File: config.mk
export PLATFORM = sky130hd
export DESIGN_NAME = mc_control
export DESIGN_NICKNAME = d
export VERILOG_FILES = /design/src/rtl/mc_control.sv
export SDC_FILE = /design/constraint.sdc
export NUM_CORES = 1
export LEC_CHECK = 0
export ABC_AREA = 0
export ABC_CLOCK_PERIOD_IN_PS = 3700
export CAP_MARGIN = 30
export CORE_AREA = 2 2 56 48
export CTS_CLUSTER_DIAMETER = 30
export CTS_CLUSTER_SIZE = 28
export DETAILED_ROUTE_END_ITERATION = 7
export DIE_AREA = 0 0 58 50
export HOLD_SLACK_MARGIN = 0.12
export PLACE_DENSITY_LB_ADDON = 0.3
export RECOVER_POWER = 50
export SLEW_MARGIN = 25
export SYNTH_ARGS = -nofsm -noshare
export SYNTH_HDL_FRONTEND = slang
export SYNTH_SLANG_ARGS = --single-unit
File: constraint.sdc
create_clock -name clk -period 3.7 [get_ports clk]
set_input_delay 0.74 -clock clk [delete_from_list [all_inputs] [get_ports clk]]
set_output_delay 0.74 -clock clk [all_outputs]
set_load 0.05 [all_outputs]
File: src/rtl/mc_control.sv
// Multicycle MIPS control FSM: sequences the IR, PC, register file and data
// memory strobes and drives the datapath mux/ALU selects.
// Optional macro MC_CONTROL_PERFCNT_EN adds retired-instruction and cycle counters.
module mc_control #(
    parameter int unsigned ALUOP_W         = 3,
    parameter bit          HALT_ON_ILLEGAL = 1'b1
) (
    input  logic               clk,
    input  logic               reset,
    input  logic [5:0]         opcode,
    input  logic [5:0]         funct,
    input  logic               zero,
    output logic               ir_write,
    output logic               pc_inc,
    output logic               pc_load,
    output logic               pc_src,
    output logic               gr_write,
    output logic               reg_dst,
    output logic               mem_to_reg,
    output logic               dmem_write,
    output logic               alu_src_a,
    output logic [1:0]         alu_src_b,
    output logic [ALUOP_W-1:0] alu_op,
    output logic               instr_done,
    output logic               illegal,
    output logic [3:0]         state
`ifdef MC_CONTROL_PERFCNT_EN
    ,
    output logic [31:0]        retired,
    output logic [31:0]        cycles
`endif
);

    localparam logic [ALUOP_W-1:0] AluAdd = ALUOP_W'(0);
    localparam logic [ALUOP_W-1:0] AluSub = ALUOP_W'(1);
    localparam logic [ALUOP_W-1:0] AluAnd = ALUOP_W'(2);
    localparam logic [ALUOP_W-1:0] AluOr  = ALUOP_W'(3);
    localparam logic [ALUOP_W-1:0] AluSlt = ALUOP_W'(4);

    typedef enum logic [3:0] {
        StFetch   = 4'd0,
        StDecode  = 4'd1,
        StExecR   = 4'd2,
        StWbR     = 4'd3,
        StExecI   = 4'd4,
        StWbI     = 4'd5,
        StMemAddr = 4'd6,
        StMemRd   = 4'd7,
        StWbMem   = 4'd8,
        StMemWr   = 4'd9,
        StBranch  = 4'd10,
        StJump    = 4'd11,
        StIllegal = 4'd12
    } state_e;

    state_e state_q, state_d;

    assign state = state_q;

    // State register with synchronous reset back to fetch.
    always_ff @(posedge clk) begin
        if (reset) begin
            state_q <= StFetch;
        end else begin
            state_q <= state_d;
        end
    end

    // Next-state and output decode; reset overrides everything so an aborted
    // instruction never issues a partial write.
    always_comb begin
        state_d    = state_q;
        ir_write   = 1'b0;
        pc_inc     = 1'b0;
        pc_load    = 1'b0;
        pc_src     = 1'b0;
        gr_write   = 1'b0;
        reg_dst    = 1'b0;
        mem_to_reg = 1'b0;
        dmem_write = 1'b0;
        alu_src_a  = 1'b0;
        alu_src_b  = 2'd0;
        alu_op     = AluAdd;
        instr_done = 1'b0;
        illegal    = 1'b0;
        if (reset) begin
            state_d = StFetch;
        end else begin
            unique case (state_q)
                StFetch: begin
                    ir_write  = 1'b1;
                    pc_inc    = 1'b1;
                    alu_src_b = 2'd1;
                    state_d   = StDecode;
                end
                StDecode: begin
                    // ALU precomputes the branch target while opcode decodes.
                    alu_src_b = 2'd2;
                    case (opcode)
                        6'h00:        state_d = StExecR;
                        6'h08, 6'h0D: state_d = StExecI;
                        6'h23, 6'h2B: state_d = StMemAddr;
                        6'h04:        state_d = StBranch;
                        6'h02:        state_d = StJump;
                        default:      state_d = StIllegal;
                    endcase
                end
                StExecR: begin
                    alu_src_a = 1'b1;
                    state_d   = StWbR;
                    case (funct)
                        6'h20:   alu_op = AluAdd;
                        6'h22:   alu_op = AluSub;
                        6'h24:   alu_op = AluAnd;
                        6'h25:   alu_op = AluOr;
                        6'h2A:   alu_op = AluSlt;
                        default: state_d = StIllegal;
                    endcase
                end
                StWbR: begin
                    gr_write   = 1'b1;
                    reg_dst    = 1'b1;
                    instr_done = 1'b1;
                    state_d    = StFetch;
                end
                StExecI: begin
                    alu_src_a = 1'b1;
                    // IR still holds the opcode: addi sign-extends, ori zero-extends.
                    if (opcode == 6'h0D) begin
                        alu_src_b = 2'd3;
                        alu_op    = AluOr;
                    end else begin
                        alu_src_b = 2'd2;
                    end
                    state_d = StWbI;
                end
                StWbI: begin
                    gr_write   = 1'b1;
                    instr_done = 1'b1;
                    state_d    = StFetch;
                end
                StMemAddr: begin
                    alu_src_a = 1'b1;
                    alu_src_b = 2'd2;
                    state_d   = (opcode == 6'h2B) ? StMemWr : StMemRd;
                end
                StMemRd: begin
                    state_d = StWbMem;
                end
                StWbMem: begin
                    gr_write   = 1'b1;
                    mem_to_reg = 1'b1;
                    instr_done = 1'b1;
                    state_d    = StFetch;
                end
                StMemWr: begin
                    dmem_write = 1'b1;
                    instr_done = 1'b1;
                    state_d    = StFetch;
                end
                StBranch: begin
                    alu_src_a  = 1'b1;
                    alu_op     = AluSub;
                    pc_src     = 1'b1;
                    pc_load    = zero;
                    instr_done = 1'b1;
                    state_d    = StFetch;
                end
                StJump: begin
                    pc_load    = 1'b1;
                    instr_done = 1'b1;
                    state_d    = StFetch;
                end
                StIllegal: begin
                    illegal = 1'b1;
                    if (HALT_ON_ILLEGAL) begin
                        state_d = StIllegal;
                    end else begin
                        instr_done = 1'b1;
                        state_d    = StFetch;
                    end
                end
                default: begin
                    state_d = StFetch;
                end
            endcase
        end
    end

`ifdef MC_CONTROL_PERFCNT_EN
    logic [31:0] retired_q, cycles_q;

    assign retired = retired_q;
    assign cycles  = cycles_q;

    // Free-running cycle count and retired-instruction count, both wrapping.
    always_ff @(posedge clk) begin
        if (reset) begin
            retired_q <= 32'd0;
            cycles_q  <= 32'd0;
        end else begin
            cycles_q <= cycles_q + 32'd1;
            if (instr_done) begin
                retired_q <= retired_q + 32'd1;
            end
        end
    end
`endif

endmodule

==> results <==
## power by group
part / switching (uW) / total [uW] / internal (uW) / leakage (uW)
clock: 17.5 / 53.7 / 36.2 / 0.0000138
sequential: 64.5 / 123 / 58.4 / 0.0000328
combinational: 290 / 437 / 147 / 0.000334
## area by class of cell
type | count | area [um^2]
repair buffers | 35 | 334
multi-input cells | 84 | 543
inverters | 4 | 15.0
flip-flops and latches | 4 | 80.1
fillers | 248 | 1290
clock buffers | 3 | 22.5
well taps | 27 | 33.8
## cell usage in the layout (no fill, tap or decap), drive strengths merged, types with 3 or more instances in the layout
master | Yosys | final
a21oi | 7 | 7
a31oi | 5 | 5
and3 | 3 | 3
buf | 4 | 9
clkbuf | 3 | 6
clkdlybuf4s50 | 0 | 17
dfxtp | 4 | 4
dlygate4sd3 | 0 | 6
inv | 4 | 4
nand2 | 4 | 4
nand2b | 5 | 5
nor2 | 16 | 16
nor2b | 4 | 4
nor4 | 3 | 3
o21ai | 7 | 7
## final timing paths
| kind | startpoint | endpoint | slack, ns | depth (start not counted) |
|---|---|---|---|---|
| hold reg to reg | state[3] | state[0] | 0.81 | 1 |
| setup / recovery | funct[2] | alu_op[0] | 0.37 | 6 |
| setup reg to reg | state[1] | state[0] | 2.01 | 4 |
| hold / removal | state[3] | state[0] | 0.81 | 1 |
## worst max-delay path, delay by kind of cell
family          cells  cell delay, ns
simple gates        1            0.41
compound gates      3            0.68
buf+inv             2            0.76
## cell families after synthesis
kind of cell    synth area share, %
simple gates                   42.6
mux                            1.49
flops                          11.9
compound gates                 36.7
buf+inv                        7.26
## per-stage QoR
stage	total power [uW]	worst slack (ns)	instance area (um^2)	hold WS, ns	cells
after global placement	573	0.471	1020	0.786	154
after global routing	657	0.272	1030	0.844	157
after detailed placement	573	0.436	1020	0.791	154
after floorplan	443	0.275	672	0.908	99
after CTS	629	0.433	1040	0.805	157
final	613	0.365	1030	0.805	157
## layer usage
metal	vias to the layer above	GRT usage, %
met5	-	0
met4	0	4.26
met3	2	1.05
met2	33	23.3
met1	399	22.3
li1	438	-
==> summary.txt <==
Synthesis
  – Number of synthesized flops with an enable pin: 0
  – Cell variety after synth: 42
  – Ys async rst share: 0%
  – Synth cell count leaders: nor2_1 (16), o21ai_0 (7), a21oi_1 (6)
  – Top cell type's share of synthesized area: 11.9%
  – Syn nets: 114
  – Top FF cell, synth: dfxtp_1
  – Ranking of synthesized cells by area: dfxtp_1 (12%), nor2_1 (8.9%), o21ai_0 (5.2%)
  – Seq/Total Area, Yosys: 11.9%
  – Average size of a mapped cell: 6.79 um^2
  – Count leader, synth: nor2_1
  – Synth Register Bits: 4
  – Largest area contributor in the netlist: dfxtp_1
  – Mapped cell area: 672 um^2
  – Gate Count Post-Synth: 99
  – Synth warn: 0

Clock tree
  – CTS Buffer Depth: 2
  – Clock Sinks: 4
  – Htree depth: 1
  – CTS Buf Count: 3
  – Number of gates resized after CTS: 0
  – Worst skew pair latency: 0.24 ns
  – CTS Hold Bufs: 0
  – CTS tree: yes
  – Setup bufs post-CTS: 0
  – Clk slew on worst S/H paths: 0.04 ns
  – Clock tree root driver cell: clkbuf_4

Global route
  – First-pass GRT wire length: 3560 um
  – Initial antenna violation count: 0
  – Vias in the first global route: 794
  – Global route overflow: 0
  – Tot GR Track Use: 15.1%
  – Largest net degree at the start of global routing: 20

Detailed routing
  – Via count: 872
  – Drt total wl: 2150 um
  – Met3 WL: 137 um
  – Via density per instance: 5.55
  – Detailed-route wire length per cell: 13.7 um
  – Wl on met1: 1000 um
  – Highest Signal Layer: met4
  – DRC violations left: 0
  – Remaining antenna violation count after routing: 0
  – DRT iter0 DRCs: 23
  – Met2 wire length: 996 um
  – Drt pass-1 iters: 4

Place
  – Routability cong.: 0.773
  – Port Buffers: 34
  – Placed wire-length estimate: 1690 um

STA
  – Final Hold Fails: 0
  – Min Tclk post-route: 3.33 ns
  – Period utilization: 90.1%
  – Final Max Tran Viols: 0
  – Slew @ Worst Pin: 0.606 ns
  – Relative slew slack: 59.6%
  – Fin Setup TNS: 0 ns
  – RSZ-0062 raised after global routing: no
  – Finish-stage setup viols: 0
  – Setup Skew: 0.00943 ns
  – Fmax: 300 MHz

Die
  – Ports: 35
  – Initial Utilization: 28.9%
  – Die width: 58 um
  – Core area: 2320 um^2
  – Site Rows: 16
  – Overall die height: 50 um
  – Die Area: 2900 um^2

Worst setup path
  – CP endpoint kind: output pin
  – Critical path launch point type: input port
  – Crit Path Class: in -> out
  – Critical Path RT: 2.96 ns
  – CP Max Fanout: 5
  – Critical path's slowest cell: dlygate4sd3_1
  – CP arrival: 2.59 ns
  – Max incr delay on CP: 0.61 ns
  – Worst-path cell chain: dlygate4sd3_1, or3b_4, a2111oi_4, o21bai_1, a21oi_2, buf_12

Power and ir drop
  – Pwr dens: 596 nW/um^2
  – Pleak: 0.000380 uW
  – Max VDD drop: 0.274 mV

Flow run
  – Max-cap violations: 0

Layout
  – Layout net count: 147
  – Layout cell share with drive strength beyond 1: 13.8%
  – Layout area overhead: 53.1%
  – Max reg flops: 4
  – Diodes inserted: 0
  – Post-layout util: 44.3%

Run status
  – Outcome: complete, no violations

Hold path
  – Hold Crit Class: reg -> reg
No activity file was read; power rests on OpenSTA's default activity.
